$ cat src/rtl/i2s_rx.sv
// I2S receiver: oversamples sck/ws/sd on clk_i and recovers MSB-first left/right words
// using standard one-bit WS delay framing, with length-error accounting.
module i2s_rx #(
  parameter int AUDIO_DW  = 8,
  parameter int ERR_CNT_W = 8
) (
  input  logic                 clk_i,
  input  logic                 rst_i,
  input  logic                 sck_i,
  input  logic                 ws_i,
  input  logic                 sd_i,
  input  logic                 en_i,
  input  logic                 err_clr_i,
  output logic [AUDIO_DW-1:0]  l_data_o,
  output logic [AUDIO_DW-1:0]  r_data_o,
  output logic                 l_valid_o,
  output logic                 r_valid_o,
  output logic                 err_o,
  output logic [ERR_CNT_W-1:0] err_cnt_o,
  output logic                 locked_o
);

  localparam int CNT_W = $clog2(AUDIO_DW + 2);

  typedef enum logic {ST_UNSYNC, ST_RUN} state_t;

  state_t              r_state;
  logic [2:0]          r_sck_sync;
  logic [1:0]          r_ws_sync;
  logic [1:0]          r_sd_sync;
  logic                r_ws_prev;
  logic [CNT_W-1:0]    r_bit_cnt;
  logic [AUDIO_DW-1:0] r_shreg;

  logic                w_sck_rise;
  logic                w_ws;
  logic                w_sd;
  logic                w_ws_edge;
  logic                w_len_ok;
  logic [AUDIO_DW-1:0] w_sh_next;

  always_ff @(posedge clk_i) begin
    if (rst_i) begin
      r_sck_sync <= '0;
      r_ws_sync  <= '0;
      r_sd_sync  <= '0;
    end else begin
      r_sck_sync <= {r_sck_sync[1:0], sck_i};
      r_ws_sync  <= {r_ws_sync[0], ws_i};
      r_sd_sync  <= {r_sd_sync[0], sd_i};
    end
  end

  assign w_sck_rise = r_sck_sync[1] & ~r_sck_sync[2];
  assign w_ws       = r_ws_sync[1];
  assign w_sd       = r_sd_sync[1];
  assign w_ws_edge  = (w_ws != r_ws_prev);
  assign w_len_ok   = (r_bit_cnt == CNT_W'(AUDIO_DW - 1));

  // Bits beyond AUDIO_DW match no position and are dropped, keeping the MSBs.
  always_comb begin
    w_sh_next = r_shreg;
    for (int unsigned i = 0; i < AUDIO_DW; i++) begin
      if (r_bit_cnt == CNT_W'(AUDIO_DW - 1 - i)) w_sh_next[i] = w_sd;
    end
  end

  always_ff @(posedge clk_i) begin
    if (rst_i) begin
      r_state   <= ST_UNSYNC;
      r_ws_prev <= 1'b0;
      r_bit_cnt <= '0;
      r_shreg   <= '0;
      l_data_o  <= '0;
      r_data_o  <= '0;
      l_valid_o <= 1'b0;
      r_valid_o <= 1'b0;
      err_o     <= 1'b0;
      err_cnt_o <= '0;
      locked_o  <= 1'b0;
    end else begin
      l_valid_o <= 1'b0;
      r_valid_o <= 1'b0;
      if (err_clr_i) begin
        err_o     <= 1'b0;
        err_cnt_o <= '0;
      end
      if (!en_i) begin
        r_state   <= ST_UNSYNC;
        r_bit_cnt <= '0;
        r_shreg   <= '0;
        locked_o  <= 1'b0;
        if (w_sck_rise) r_ws_prev <= w_ws;
      end else if (w_sck_rise) begin
        r_ws_prev <= w_ws;
        if (r_state == ST_UNSYNC) begin
          if (w_ws_edge) begin
            r_state   <= ST_RUN;
            locked_o  <= 1'b1;
            r_bit_cnt <= '0;
            r_shreg   <= '0;
          end
        end else if (w_ws_edge) begin
          // Current bit closes the word of the previous channel.
          if (r_ws_prev) begin
            r_data_o  <= w_sh_next;
            r_valid_o <= 1'b1;
          end else begin
            l_data_o  <= w_sh_next;
            l_valid_o <= 1'b1;
          end
          if (!w_len_ok && !err_clr_i) begin
            err_o <= 1'b1;
            if (err_cnt_o != '1) err_cnt_o <= err_cnt_o + ERR_CNT_W'(1);
          end
          r_shreg   <= '0;
          r_bit_cnt <= '0;
        end else begin
          r_shreg <= w_sh_next;
          if (r_bit_cnt != CNT_W'(AUDIO_DW + 1)) r_bit_cnt <= r_bit_cnt + CNT_W'(1);
        end
      end
    end
  end

endmodule

$ cat config.mk
export PLATFORM = sky130hd
export DESIGN_NAME = i2s_rx
export DESIGN_NICKNAME = d
export VERILOG_FILES = /design/src/rtl/i2s_rx.sv
export SDC_FILE = /design/constraint.sdc
export NUM_CORES = 1
export LEC_CHECK = 0
export BUFFER_PORTS_ARGS = -buffer_cell sky130_fd_sc_hd__buf_2
export CELL_PAD_IN_SITES_DETAIL_PLACEMENT = 0
export CELL_PAD_IN_SITES_GLOBAL_PLACEMENT = 1
export CORE_MARGIN = 2
export CORE_UTILIZATION = 40
export DETAILED_ROUTE_END_ITERATION = 10
export GPL_ROUTABILITY_DRIVEN = 0
export PLACE_DENSITY = 0.74
export RECOVER_POWER = 25
export SLEW_MARGIN = 0
export SYNTH_ARGS = -nofsm -noshare
export SYNTH_HDL_FRONTEND = slang
export SYNTH_SLANG_ARGS = --single-unit
$ cat constraint.sdc
create_clock -name clk_i -period 5 [get_ports clk_i]
set_input_delay 0.75 -clock clk_i [delete_from_list [all_inputs] [get_ports clk_i]]
set_output_delay 0.75 -clock clk_i [all_outputs]
set_load 0.005 [all_outputs]
==> results.yml, run 1 <==
finish:
  utilization: 0.4650
  layout.nets: 261
  area_growth_pct: 14.27
  antenna_cells: 0
  drive_gt1_frac: 0.1760
sta:
  relSlewSlack: 0.2106
  clock_skew_ps: 5.271
  setup_viol: 0
  slew_violations: 0
  max_freq_ghz: 0.4824
  rsz0062_at_grt: "no"
  fin_ws_ps: 2927
  tns_ps: 0
  worst_pin_slew_ps: 1184
  fin_crit_sh: 0.4146
  hold_violations: 0
  period_minus_slack_ps: 2073
synth:
  ys_async_sr_fraction: 0
  yosys-top-cells-area: "dfxtp_1, a211oi_1, nor2_1, mux2i_1, a21oi_1"
  synth_most_common_cell: "dfxtp_1"
  avgSynthCellArea_um2: 9.370
  syn_nets: 231
  synth_area_mm2: 0.002052
  yosys_register_bits: 49
  synth_common_cells: "dfxtp_1, nor2_1, a211oi_1, a21oi_1, nand2_1"
  synth_edf_count: 0
  synth_top_area_share: 0.4780
  synthCells: 219
  ys.flop_type: "dfxtp_1"
  synth_cell_type_count: 42
  synth_seq_area_share: 0.4780
  yosysWarnings: 0
  synth_top_area_cell: "dfxtp_1"
clocking:
  clock_path_buffers: 2
  cts_buffers: 5
  path_clk_slew_ps: 90
  cts_resized: 0
  post_cts_buffers: 0
  tritoncts: "done"
  cts-root-buf: "clkbuf_8"
  htree_levels: 2
  insertion_delay_ps: 300
  clkSinkCount: 49
  holdBufCountCts: 0
power:
  clockPowerShare: 0.365
  cell_internal_pwr_w: 0.0004974
  powerDensity_mw_per_mm2: 275.6
  p_switching_w: 0.0001489
  p_seq_frac: 0.611
  ir_drop_mv: 0.1751
  p_sw_frac: 0.2303
  comb_power_share: 0.024
  finalPower_w: 0.0006463
  p_leak_nw: 0.8829
floorplan:
  num_io_pins: 35
  initial_utilization: 0.4069
  die_area_mm2: 0.005719
  core_mm2: 0.005042
  die_h_um: 75.63
  die_w_um: 75.63
  core.rowCount: 26
global_routing:
  antenna_found_initial: 0
  grt_pass1_wl_um: 6693
  grt_usage: 0.1532
  grt_max_degree: 31
  first_global_vias: 1383
  gr-total-overflow: 0
worst_setup_path:
  end_kind: "register"
  worstPathMaxFanout: 10
  crit_arrival_ps: 2310
  crit_type: "register to register"
  r2r-start: "r_bit_cnt[0]"
  cp-startpoint: "r_bit_cnt[0]"
  crit_required_ps: 5230
  cp-start-kind: "register"
route:
  drc: 0
  final_antenna_net_count: 0
  wl_met2_um: 1685
  wire_per_inst_um: 12.20
  top_layer_used: "met4"
  wl_met1_um: 1990
  first_pass_iters: 6
  route.met3.wl_um: 161
  routed_wirelength_um: 3904
  vias_per_cell: 4.963
  dr.first_iter.drc_count: 34
  vias: 1588
status:
  status: "finished, final reports clean"
place:
  hpwl_um: 2820
  dp_slack_ps: 2704
  port_buffers: 34
job:
  maxCapViolCount: 0
min_path:
  min_path_type: "register to register"
  min_from: "r_sck_sync[0]"
[layout make-up]
class                           instances  area, um2
Fill cell                             510       2698
Multi-Input combinational cell        155       1006
Sequential cell                        49      980.9
Timing Repair Buffer                   34      165.2
Tap cell                               70      87.58
Clock buffer                            5      68.82
Clock inverter                          3      21.27
Inverter                                4      15.01
[state kept, by name, summed over array words and instances (netlist names), 2 cells and up]
register / count
r_bit_cnt: 4
r_shreg: 8
r_data_o: 8
err_cnt_o: 8
r_sd_sync: 2
r_ws_sync: 2
l_data_o: 8
r_sck_sync: 3
[through the flow]
stage	instances	instance area [um2]	hold slack, ps
2_1_floorplan	219	2052	413.8
3_3_place_gp	312	2260	416.4
3_5_place_dp	312	2260	422.3
4_1_cts	320	2350	445.3
5_1_grt	320	2345	476.4
6_report	320	2345	442.3
[critical path, stage by stage, from the launching register on]
cell and delay, ps:
dfxtp_1 360, ha_1 250, and3b_2 240, or3_1 450, or4_1 540, a21oi_1 160
[cell usage in the layout (no fill, tap or decap), types with 3 or more instances in the layout]
cell type / instances
a211oi_1: 17
a21oi_1: 15
buf_2: 30
clkbuf_1: 4
clkbuf_8: 5
dfxtp_1: 49
ha_1: 5
inv_1: 4
mux2i_1: 9
nand2_1: 13
nand2b_1: 9
nand3_1: 3
nand3b_1: 5
nor2_1: 27
nor2b_1: 11
nor3_1: 3
nor3b_1: 4
o31ai_1: 3
xnor2_1: 3
[worst paths after layout]
check | end | slack [ps] | depth (start not counted)
worst max register to register | err_cnt_o[5] | 2930 | 5
worst min-delay path | r_sck_sync[1] | 440 | 1
worst min register to register | r_sck_sync[1] | 440 | 1
worst max-delay path | err_cnt_o[5] | 2930 | 5
[routing by layer]
metal  GRT usage  vias to the layer above
met5           0                        -
met4     0.05848                        0
met3     0.04233                        5
met2      0.2222                       30
met1      0.2167                      720
li1            -                      833
[cells by family (layout without fill, tap and decap cells)]
group,Yosys count,count (layout),synth area share
AOI/OAI and AO/OA,46,46,0.1482
xor gates and xnor gates,4,4,0.01708
adders and majority gates,5,5,0.03049
buffers and inverters,15,46,0.03170
DFF,49,49,0.4780
muxes,9,9,0.04390
and+or+nand+nor,91,91,0.2506
[power groups by stage]
stage / Clock [W] / Combinational [W] / Sequential [W]
after global routing: 0.000266 / 0.0000175 / 0.000395
after detailed placement: 0 / 0.0000161 / 0.000404
after floorplan: 0 / 0.0000117 / 0.000403
final: 0.000236 / 0.0000155 / 0.000395
after global placement: 0 / 0.0000158 / 0.000404
after CTS: 0.000246 / 0.0000161 / 0.000395
Power figures use the tool's default switching activity.
==> inputs of run 2 (changes only) <==
--- a/config.mk
+++ b/config.mk
@@ -9,7 +9,7 @@
 export CELL_PAD_IN_SITES_DETAIL_PLACEMENT = 0
 export CELL_PAD_IN_SITES_GLOBAL_PLACEMENT = 1
 export CORE_MARGIN = 2
-export CORE_UTILIZATION = 40
+export CORE_UTILIZATION = 38
 export DETAILED_ROUTE_END_ITERATION = 10
 export GPL_ROUTABILITY_DRIVEN = 0
 export PLACE_DENSITY = 0.74
==> constraint.sdc (replaced) <==
create_clock -name clk_i -period 1.9 [get_ports clk_i]
set_input_delay 0.285 -clock clk_i [delete_from_list [all_inputs] [get_ports clk_i]]
set_output_delay 0.285 -clock clk_i [all_outputs]
set_load 0.005 [all_outputs]
==> run 2 against run 1 <==
  * Clock skew fell by 1.1 ps
  * First-iteration DRC count grew 59%
  * Cell count is 5.0% higher
  * Setup slack got worse by 2800 ps
  * Sequential power grew to 2.6 times the previous value
  * Core utilization increased by 1.2 points
  * Global-route usage decreased by 0.96 points
==> results.yml, run 2 (same netlist as run 1, synthesis figures left out) <==
status:
  status: "finished, final reports clean"
finish:
  final_cells: 336
  drive_gt1_frac: 0.2256
  layout_commonest_cell: "dfxtp_1"
  most-common-layout-cells: "dfxtp_1, nor2_1, buf_2, a211oi_1, buf_4"
  layout.nets: 277
  antenna_cells: 0
  seq_area_um2: 980.9
  fillers: 520
  multi_input_area_mm2: 0.001013
  area_growth_pct: 20.30
sta:
  max_freq_ghz: 0.5589
  rsz0062_at_grt: "no"
  tns_ps: 0
  hold_violations: 0
  period_minus_slack_ps: 1789
  clock_skew_ps: 4.137
  slew_violations: 0
  fin_crit_sh: 0.9416
  relSlewSlack: 0.2092
  setup_viol: 0
  worst_pin_slew_ps: 1186
power:
  ir_drop_mv: 0.4548
  p_leak_nw: 0.9516
  powerDensity_mw_per_mm2: 689.2
place:
  port_buffers: 34
  hpwl_um: 3037
  placed_cells: 328
floorplan:
  die_h_um: 77.49
  die_area_mm2: 0.006004
  core_mm2: 0.005172
  die_w_um: 77.49
  core.rowCount: 26
  num_io_pins: 35
  initial_utilization: 0.3967
worst_setup_path:
  worstPathMaxFanout: 8
  max_stage_delay_ps: 510
  crit_path_end: "err_cnt_o[3]"
  crit_path_top_delay_cell: "or4_1"
  crit_type: "register to register"
  cp-startpoint: "r_bit_cnt[0]"
  path_cells: "ha_2, and3b_2, or3_4, or4_1, a21oi_1"
  crit_arrival_ps: 2030
  cp-start-kind: "register"
  end_kind: "register"
  r2r_end: "err_cnt_o[3]"
  reg2reg_depth: 5
  r2r_slack_ps: 110
  crit_required_ps: 2140
  r2r-start: "r_bit_cnt[0]"
global_routing:
  grt_max_degree: 31
  grt_pass1_wl_um: 6934
  grt_usage: 0.1436
  antenna_found_initial: 0
  gr-total-overflow: 0
  first_global_vias: 1469
clocking:
  holdBufCountCts: 0
  cts-root-buf: "clkbuf_8"
  post_cts_buffers: 0
  clkSinkCount: 49
  cts_resized: 0
  tritoncts: "done"
  insertion_delay_ps: 300
  cts_buffers: 5
  htree_levels: 2
  clock_path_buffers: 2
  path_clk_slew_ps: 90
route:
  final_antenna_net_count: 0
  first_pass_iters: 4
  vias_per_cell: 4.872
  dr.first_iter.drc_count: 54
  wire_per_inst_um: 12.31
  routed_wirelength_um: 4135
  drc: 0
  vias: 1637
job:
  maxCapViolCount: 0
min_path:
  min_path_type: "input pin to register"
## run 2: layout make-up
class / instances / share of cell area
inverter: 4 / 0.006082
tap: 70 / 0.03548
multi-input combinational: 155 / 0.4105
clock buffer: 5 / 0.02788
timing repair buffer: 50 / 0.1140
sequential: 49 / 0.3974
clock inverter: 3 / 0.008616
## run 2: per-stage QoR
stage	total power [W]	area [um2]	util	hold slack [ps]	setup WS, ps
finish	0.001701	2469	0.4773	186.3	110.9
detailed placement	0.001108	2382	0.4606	425.5	77.52
global placement	0.001107	2382	0.4606	415.9	88.90
global route	0.001778	2469	0.4773	190.9	39.85
CTS	0.001727	2472	0.4780	177.6	41.25
floorplan	0.001091	2054	-	413.2	28.12
## run 2: per-layer routing
layer	wire length (um)	track usage	vias up	part of all wire
li1	-	-	862	-
met1	2143	0.2004	743	0.52
met2	1805	0.2122	27	0.44
met3	133	0.03488	5	0.032
met4	52	0.05893	0	0.013
met5	0	0	-	0
## run 2: where the power goes
part	switching [W]	internal [W]
combinational	0.0000268	0.0000164
sequential	0.00000608	0.00103
clock	0.000357	0.000262
total	0.000390	0.00131
## run 2: worst max-delay path: cells and delay by family, from the launching register on
family	cells	cell delay (ps)
AO/OA/AOI/OAI	1	140
adder cells (fa/ha/maj)	1	180
flip-flops	1	330
AND/OR/NAND/NOR	3	1080
## run 2: worst min path at each step
| stage | from | to | cells past startpoint |
|---|---|---|---|
| 6_report | sck_i | r_sck_sync[0] | 2 |
| 5_1_grt | ws_i | r_ws_sync[0] | 2 |
| 4_1_cts | sck_i | r_sck_sync[0] | 2 |
| 3_5_place_dp | r_sd_sync[0] | r_sd_sync[1] | 1 |
| 3_3_place_gp | r_sd_sync[0] | r_sd_sync[1] | 1 |
| 2_1_floorplan | sck_i | r_sck_sync[0] | 1 |
